**src/rtl/omsp_pmst_pkg.sv**
```systemverilog
`default_nettype none
// ============================================================================
// Module   : omsp_pmst_pkg
// Brief    : Shared constants for the peripheral-bus master: FSM encoding,
//            read-modify-write opcodes, beat-counter width.
//            RMW_WR exists only when PMST_RMW_EN is defined.
// Revision : 1.0 - initial release
// ============================================================================
package omsp_pmst_pkg;

    localparam int CNT_W = 4;

    localparam logic [1:0] C_ST_IDLE   = 2'd0;
    localparam logic [1:0] C_ST_ACCESS = 2'd1;
    localparam logic [1:0] C_ST_RESP   = 2'd2;
`ifdef PMST_RMW_EN
    localparam logic [1:0] C_ST_RMW_WR = 2'd3;
`endif

    localparam logic [1:0] C_RMW_PLAIN = 2'b00;
    localparam logic [1:0] C_RMW_SET   = 2'b01;
    localparam logic [1:0] C_RMW_CLR   = 2'b10;

    // Byte bursts step by one, word bursts by two; the 9-bit sum wraps at 512.
    function automatic logic [8:0] next_addr(input logic [8:0] addr, input logic is_byte);
        return addr + (is_byte ? 9'd1 : 9'd2);
    endfunction

endpackage
`default_nettype wire

```
**src/rtl/omsp_pmst_lane.sv**
```systemverilog
`default_nettype none
// ============================================================================
// Module   : omsp_pmst_lane
// Brief    : Combinational byte-lane steering for writes (we/din) and
//            read-data extraction with zero extension.
// Revision : 1.0 - initial release
// ============================================================================
module omsp_pmst_lane
    import omsp_pmst_pkg::*;
(
    input  logic        i_write,
    input  logic        i_byte,
    input  logic        i_addr0,
    input  logic [15:0] i_wdata,
    input  logic [15:0] i_per_dout,
    output logic [1:0]  o_we,
    output logic [15:0] o_din,
    output logic [15:0] o_rdata
);

    always_comb begin
        o_we    = 2'b00;
        o_din   = 16'h0000;
        o_rdata = 16'h0000;
        if (i_byte) begin
            if (i_write) begin
                o_we  = i_addr0 ? 2'b10 : 2'b01;
                o_din = i_addr0 ? {i_wdata[7:0], 8'h00} : {8'h00, i_wdata[7:0]};
            end else begin
                o_rdata = i_addr0 ? {8'h00, i_per_dout[15:8]} : {8'h00, i_per_dout[7:0]};
            end
        end else begin
            if (i_write) begin
                o_we  = 2'b11;
                o_din = i_wdata;
            end else begin
                o_rdata = i_per_dout;
            end
        end
    end

endmodule
`default_nettype wire

```
**src/rtl/omsp_per_master.sv**
```systemverilog
`default_nettype none
// ============================================================================
// Module   : omsp_per_master
// Brief    : Command-driven burst master for the openMSP430 peripheral bus.
//            Define PMST_RMW_EN to compile in bit-set/bit-clear RMW.
// Revision : 1.0 - initial release
// ============================================================================
module omsp_per_master
    import omsp_pmst_pkg::*;
(
    input  logic        mclk,
    input  logic        reset_n,
    input  logic        cmd_valid,
    output logic        cmd_ready,
    input  logic [8:0]  cmd_addr,
    input  logic        cmd_wr,
    input  logic        cmd_byte,
    input  logic [15:0] cmd_wdata,
    input  logic [3:0]  cmd_len,
    input  logic [1:0]  cmd_rmw,
    output logic        rsp_valid,
    input  logic        rsp_ready,
    output logic [15:0] rsp_rdata,
    output logic        rsp_last,
    output logic        busy,
    output logic [7:0]  per_addr,
    output logic [15:0] per_din,
    output logic        per_en,
    output logic [1:0]  per_we,
    input  logic [15:0] per_dout
);

    logic [1:0]       state_q, state_d;
    logic [8:0]       addr_q, addr_d;
    logic             wr_q, wr_d;
    logic             byte_q, byte_d;
    logic [15:0]      wdata_q, wdata_d;
    logic [15:0]      rdata_q, rdata_d;
    logic [CNT_W-1:0] cnt_q, cnt_d;
    logic             last_q, last_d;

    logic             w_rmw_go;
    logic             w_lane_write;
    logic             w_per_active;
    logic [15:0]      w_lane_wdata;
    logic [1:0]       w_lane_we;
    logic [15:0]      w_lane_din;
    logic [15:0]      w_lane_rdata;

`ifdef PMST_RMW_EN
    logic [1:0] rmw_q, rmw_d;

    assign w_rmw_go = (rmw_q == C_RMW_SET) || (rmw_q == C_RMW_CLR);

    always_comb begin
        rmw_d = rmw_q;
        if (state_q == C_ST_IDLE && cmd_valid) rmw_d = cmd_rmw;
    end

    always_ff @(posedge mclk or negedge reset_n) begin
        if (!reset_n) rmw_q <= C_RMW_PLAIN;
        else          rmw_q <= rmw_d;
    end

    // rdata_q already holds the lane-extracted read value, so byte RMW works on [7:0].
    always_comb begin
        w_lane_wdata = wdata_q;
        if (state_q == C_ST_RMW_WR)
            w_lane_wdata = (rmw_q == C_RMW_SET) ? (rdata_q | wdata_q) : (rdata_q & ~wdata_q);
    end

    assign w_lane_write = (state_q == C_ST_RMW_WR) || (state_q == C_ST_ACCESS && wr_q && !w_rmw_go);
    assign w_per_active = (state_q == C_ST_ACCESS) || (state_q == C_ST_RMW_WR);
`else
    logic unused_rmw;
    assign unused_rmw   = ^cmd_rmw;
    assign w_rmw_go     = 1'b0;
    assign w_lane_wdata = wdata_q;
    assign w_lane_write = (state_q == C_ST_ACCESS) && wr_q;
    assign w_per_active = (state_q == C_ST_ACCESS);
`endif

    omsp_pmst_lane u_lane (
        .i_write    (w_lane_write),
        .i_byte     (byte_q),
        .i_addr0    (addr_q[0]),
        .i_wdata    (w_lane_wdata),
        .i_per_dout (per_dout),
        .o_we       (w_lane_we),
        .o_din      (w_lane_din),
        .o_rdata    (w_lane_rdata)
    );

    always_comb begin
        state_d = state_q;
        addr_d  = addr_q;
        wr_d    = wr_q;
        byte_d  = byte_q;
        wdata_d = wdata_q;
        rdata_d = rdata_q;
        cnt_d   = cnt_q;
        last_d  = last_q;
        case (state_q)
            C_ST_IDLE: begin
                if (cmd_valid) begin
                    addr_d  = cmd_byte ? cmd_addr : {cmd_addr[8:1], 1'b0};
                    wr_d    = cmd_wr;
                    byte_d  = cmd_byte;
                    wdata_d = cmd_wdata;
                    cnt_d   = cmd_len;
                    state_d = C_ST_ACCESS;
                end
            end
            C_ST_ACCESS: begin
                rdata_d = w_lane_write ? 16'h0000 : w_lane_rdata;
                last_d  = (cnt_q == '0);
`ifdef PMST_RMW_EN
                state_d = w_rmw_go ? C_ST_RMW_WR : C_ST_RESP;
`else
                state_d = C_ST_RESP;
`endif
            end
`ifdef PMST_RMW_EN
            C_ST_RMW_WR: state_d = C_ST_RESP;
`endif
            C_ST_RESP: begin
                if (rsp_ready) begin
                    if (cnt_q != '0) begin
                        cnt_d   = cnt_q - CNT_W'(1);
                        addr_d  = next_addr(addr_q, byte_q);
                        state_d = C_ST_ACCESS;
                    end else begin
                        state_d = C_ST_IDLE;
                    end
                end
            end
            default: state_d = C_ST_IDLE;
        endcase
    end

    always_ff @(posedge mclk or negedge reset_n) begin
        if (!reset_n) begin
            state_q <= C_ST_IDLE;
            addr_q  <= 9'h000;
            wr_q    <= 1'b0;
            byte_q  <= 1'b0;
            wdata_q <= 16'h0000;
            rdata_q <= 16'h0000;
            cnt_q   <= '0;
            last_q  <= 1'b0;
        end else begin
            state_q <= state_d;
            addr_q  <= addr_d;
            wr_q    <= wr_d;
            byte_q  <= byte_d;
            wdata_q <= wdata_d;
            rdata_q <= rdata_d;
            cnt_q   <= cnt_d;
            last_q  <= last_d;
        end
    end

    // Bus outputs are gated to zero outside an access so the bus can be OR-combined.
    assign per_en    = w_per_active;
    assign per_we    = w_per_active ? w_lane_we : 2'b00;
    assign per_addr  = w_per_active ? addr_q[8:1] : 8'h00;
    assign per_din   = w_per_active ? w_lane_din : 16'h0000;

    assign cmd_ready = (state_q == C_ST_IDLE);
    assign busy      = ~cmd_ready;
    assign rsp_valid = (state_q == C_ST_RESP);
    assign rsp_last  = rsp_valid & last_q;
    assign rsp_rdata = rdata_q;

endmodule
`default_nettype wire

```
**config.mk**
```make
export PLATFORM = sky130hd
export DESIGN_NAME = omsp_per_master
export DESIGN_NICKNAME = d
export VERILOG_FILES = /design/src/rtl/omsp_pmst_pkg.sv /design/src/rtl/omsp_pmst_lane.sv /design/src/rtl/omsp_per_master.sv
export SDC_FILE = /design/constraint.sdc
export NUM_CORES = 1
export LEC_CHECK = 0
export BUFFER_PORTS_ARGS = -buffer_cell sky130_fd_sc_hd__buf_2
export CORE_AREA = 5 5 112 61
export CTS_CLUSTER_SIZE = 12
export DETAILED_ROUTE_END_ITERATION = 8
export DIE_AREA = 0 0 117 66
export GPL_TIMING_DRIVEN = 0
export PLACE_DENSITY = 0.75
export SLEW_MARGIN = 20
export SYNTH_ARGS = -nofsm -noshare
export SYNTH_HDL_FRONTEND = slang
export SYNTH_SLANG_ARGS = --single-unit
export TNS_END_PERCENT = 30
```
**constraint.sdc**
```tcl
create_clock -name mclk -period 3.7 [get_ports mclk]
set_input_delay 0.925 -clock mclk [delete_from_list [all_inputs] [get_ports mclk]]
set_output_delay 0.925 -clock mclk [all_outputs]
set_load 0.05 [all_outputs]
```
# After elaboration in Yosys (flattened, before gate mapping)
# Cells that the tools add are included.
# totals
out_inout_bits	47
ff_bits	50
word_cells	53
# classes
muxes	28
n_eq_ne	5
add_sub_neg	2
n_bitwise	2
reduce_logical	8
# ops
op	count
$mux W16	7
$mux W9	3
$pmux W9 S2	1
$mux W2	8
$mux W8	2
$mux W4	3
$add A9 B2 Y9	1
$pmux W4 S2	1
$pmux W2 S3	1
$logic_not A4 Y1	1
$ne A2 B1 Y1 const B	2
$reduce_and A2 Y1	2
$reduce_and A4 Y1	1
$reduce_bool A4 Y1	1
$sub A4 B1 Y4 const B	1
$eq A2 B1 Y1 const B	1
$eq A2 B2 Y1 const B	1
$logic_not A2 Y1	1
$mux W1	2
$ne A2 B2 Y1 const B	1
$reduce_bool A2 Y1	1
$and A1 B1 Y1	1
$logic_and A1 B1 Y1	1
$not A1 Y1	1

# Logic depth before layout (Yosys ltp)
# depth
word_depth	5
mapped_depth	8
depth_no_buf	7

# Cells and area by module
# Synthesis repeated with hierarchy kept, for this count alone.
# hier_totals
hier_cells	310
hier_area_um2	2952.8
# by_module_without_submodules
mod	seq_area_each_um2	cells_per_inst	instances	area_per_inst_um2
omsp_per_master	1251.2	246	1	2469.9
omsp_pmst_lane	0.0	64	1	483.0

# Worst setup path before layout
# OpenSTA, ideal clock, no wires.
# synth_path
kind	register to output
start	register state_q[1]
end	output port per_din[0]
path_stages_with_launch	6
n_path_buf	0
required_ps	2775
arrival_ps	2465
slack_ps	310
path_cell_list	dfrtp_1 > nand2b_1 > clkinv_1 > nand2_2 > nor2_1 > and2_1
# synth_between
elab_chain_cells	5
word_cells_on_any_way	6
classes_between	eq/ne (1); mux (4); reduce/logical (1)
# synth_rtl
item	line	rtl
from (decl)	omsp_per_master.sv:33	logic [1:0] state_q, state_d;
from (signal assigned)	omsp_per_master.sv:152	state_q <= state_d;
$eq A2 B1 Y1 (*)	omsp_per_master.sv:80	assign w_per_active = (state_q == C_ST_ACCESS);
via per_en	omsp_per_master.sv:28	output logic per_en,
$logic_and A1 B1 Y1	omsp_per_master.sv:79	assign w_lane_write = (state_q == C_ST_ACCESS) && wr_q;
$mux W16, on equally long branches	omsp_pmst_lane.sv:33, omsp_pmst_lane.sv:26	
$mux W16	omsp_pmst_lane.sv:25	if (i_byte) begin
$mux W16 (*)	omsp_per_master.sv:167	assign per_din = w_per_active ? w_lane_din : 16'h0000;
to (decl)	omsp_per_master.sv:27	output logic [15:0] per_din,
# The timed path passes the listed nets; every way through them passes the cells marked *.

# Worst setup path after layout
# layout_path
start	register state_q[1]
end	output port per_din[3]
# layout_between
elab_chain_cells	5
word_cells_on_any_way	6
classes_between	eq/ne (1); mux (4); reduce/logical (1)
# layout_rtl
item	line
$eq A2 B1 Y1 (*)	omsp_per_master.sv:79, omsp_per_master.sv:80
$logic_and A1 B1 Y1	omsp_per_master.sv:79
$mux W16, on equally long branches	omsp_pmst_lane.sv:33, omsp_pmst_lane.sv:26
$mux W16	omsp_pmst_lane.sv:25
$mux W16 (*)	omsp_per_master.sv:167
# Every way passes the cells marked *; elsewhere a longest branch is shown, timed or not.

==> flow_summary.ini <==
[yosys]
synthMostInstantiatedCell = dfrtp_1
syn_nets = 295
synth_warnings = 0
ys.flop_type = dfrtp_1
syn_area_sq_um = 2501
yosysSeqAreaShare_pct = 50.03
ys_ff_latch = 50
synth_edf_count = 0
yosys-top-cells-count = dfrtp_1, nand2_1, o21ai_0, and2_1, mux2_2
syn-instance-count = 238
synth_area_leaders = dfrtp_1, mux2_2, and2_1
synth_cell_types = 43
synth_top_cell_by_area = dfrtp_1
synthArstFlopShare_pct = 100.0
yosys.area.top_type_share_pct = 50.03
syn-mean-instance-area_sq_um = 10.51

[sta]
slew_violations = 0
tns_ns = 0
fin_crit_ns = 3.146
rsz0062_at_grt = false
fin_crit_sh_pct = 85.02
skew_ns = 0.003350
setup_slack_ns = 0.5541
worst_pin_slew_ns = 0.6354
slew_headroom_pct = 57.64
setup_violations = 0
hold_viol_final = 0
fmax_mhz = 317.9

[power_and_ir_drop]
combPwrFrac_pct = 54.1
seq_power_share_pct = 28.6
power.switching_w = 0.001705
p_int_w = 0.001817
cellPowerDensity_nw_per_um2 = 1072
netSwitchingFraction_pct = 48.41
power.static_leakage_nw = 1.670
peakVddDrop_mv = 0.5343
clkPwrFrac_pct = 17.3

[clock_network]
cts_tree = yes
clockBufferDepth = 2
cts.sinks = 50
insertion_delay_ns = 0.29
htree_levels = 2
postCtsHoldBufs = 0
cts_inserted_buffers = 5
postCtsResizedCells = 0
path_clk_slew_ns = 0.06
root_buffer = clkbuf_16
post_cts_buffers = 0

[worst_setup_path]
critPathCaptureType = output pin
reg2reg_slack_ns = 1.47
worstSetupPathType = register to output pin
critPathLaunch = state_q[1]$_DFFE_PN0P_
crit_family = simple AND/OR/NAND/NOR gates
path_max_fanout = 10
r2r_cells = 8
startpoint_type = register
path_buf_inv = 2
slowest_stage = nor2_1
rr_startpoint = byte_q$_DFFE_PN0P_
cp_slowest_stage_delay_ns = 0.46
critical_path_required_ns = 2.77
cp_cell_sequence = nand2b_1 -> clkinv_1 -> nand2_2 -> nor2_1 -> and2_1 -> buf_2
cp.arrival_ns = 2.22
rr_endpoint = addr_q[8]$_DFFE_PN0P_

[hold_path]
hold_class = register to register
whs_path_depth = 2
min-delay-start = last_q$_DFFE_PN0N_
min_delay_worst_endpoint = last_q$_DFFE_PN0N_

[global_routing]
grt_usage_pct = 18.27
grt_pass1_wl_um = 10870
overflow = 0
grt_pass1_vias = 2160
grt_antenna_before_repair = 0
grt_max_degree = 51

[routing]
avgViaCountPerCell = 5.229
num_vias = 2196
drt_wl_total_um = 6815
first_pass_iters = 4
drc = 0
drtIter0Drc = 89
drt.antenna.violating_nets = 0
wl_per_cell_um = 16.23

[finish]
drive_gt1_share_pct = 39.94
fin_nets = 399
num-fill-cells = 531
diodes = 0
areaGrowthSynthToFinish_pct = 31.32

[floorplanning]
rows = 20
io_pins = 100
coreArea_sq_um = 5806
chipWidth_um = 117
dieArea_sq_um = 7722
initial_core_util_pct = 43.08
die_h_um = 66

[place]
dp_hpwl_um = 5134
dpl_worst_slack_ns = 0.8244
port_buffers = 97
gp_congestion = 0.8209

[status]
status = finished clean

[flow_run]
cap_violations = 0
## per-stage QoR
| step | instance area, sq um | hold slack, ns | util [%] | total power, W | std cells |
|---|---|---|---|---|---|
| finish | 3284 | 0.4747 | 56.57 | 0.003522 | 420 |
| global route | 3284 | 0.5010 | 56.57 | 0.003745 | 420 |
| CTS | 3284 | 0.4829 | 56.57 | 0.003548 | 420 |
| detailed placement | 3085 | 0.4677 | 53.15 | 0.002931 | 412 |
| global placement | 3083 | 0.4554 | 53.10 | 0.002882 | 412 |
| floorplan | 2501 | 0.4418 | - | 0.002449 | 238 |
## power by group through the flow
stage               Clock, W  Combinational [W]  Sequential, W
finish              0.000608            0.00191        0.00101
global route        0.000638            0.00206        0.00105
floorplan                  0            0.00122        0.00123
global placement           0            0.00188        0.00100
CTS                 0.000619            0.00192        0.00101
detailed placement         0            0.00192        0.00101
## placed cells by master, fill, tap and decap left out, types with 2 or more instances in the layout
cell	Yosys	final
a21o_1	2	2
a21oi_1	12	12
a22o_1	8	8
a22oi_1	7	7
a2bb2oi_2	2	2
a31oi_1	2	2
and2_1	17	17
buf_1	2	2
buf_2	2	98
bufinv_16	0	2
clkbuf_1	5	5
clkbuf_16	0	5
dfrtp_1	50	50
ha_1	3	3
inv_1	6	6
mux2_2	17	17
mux2i_1	8	8
nand2_1	24	24
nand2b_1	3	3
nand3_1	5	5
nand4_1	3	3
nor2_1	15	15
o21ai_0	20	20
o22ai_1	4	4
## registers in the layout, indices dropped and copies added, names as in the netlist
signal,flops
state_q,2
addr_q,9
w_lane_wdata,16
rsp_rdata,16
last_q,1
byte_q,1
cnt_q,4
wr_q,1
## worst max path at each step
stage / cells past startpoint / to
CTS: 6 / per_din[3]
global placement: 6 / per_din[6]
finish: 6 / per_din[3]
global route: 6 / per_din[3]
floorplan: 5 / per_din[0]
detailed placement: 6 / per_din[3]
## tightest hold or removal path: cells and delay by family (launching register included)
| family | cells | cell delay, ns |
|---|---|---|
| AND/OR/NAND/NOR | 1 | 0.05 |
| AO/OA/AOI/OAI | 1 | 0.06 |
| flip-flops | 1 | 0.34 |
## cells by family after synthesis
kind of cell	count (synthesis)	share of synthesized area [%]
AO/OA/AOI/OAI	64	17.76
XOR/XNOR	1	0.3502
adder cells (fa/ha/maj)	4	2.301
buffers and inverters	19	3.352
flip-flops	50	50.03
multiplexers	25	10.86
AND/OR/NAND/NOR	75	15.36
## metal layers
layer | track usage, % | vias up | wire, um
met5 | 0 | - | 0
met4 | 5.150 | 0 | 72
met3 | 5.941 | 8 | 673
met2 | 26.27 | 83 | 2702
met1 | 26.20 | 1048 | 3366
li1 | - | 1057 | -
## final cells by class
class / count / area (sq um) / share of cell area, %
sequential: 50 / 1251 / 38.10
timing repair buffer: 97 / 488.0 / 14.86
clock buffer: 6 / 138.9 / 4.229
inverter: 9 / 36.28 / 1.105
multi-input combinational: 169 / 1166 / 35.50
tap: 77 / 96.34 / 2.933
buffer: 10 / 47.55 / 1.448
clock inverter: 2 / 60.06 / 1.829
Note: power is estimated with default switching activity, not from simulation.
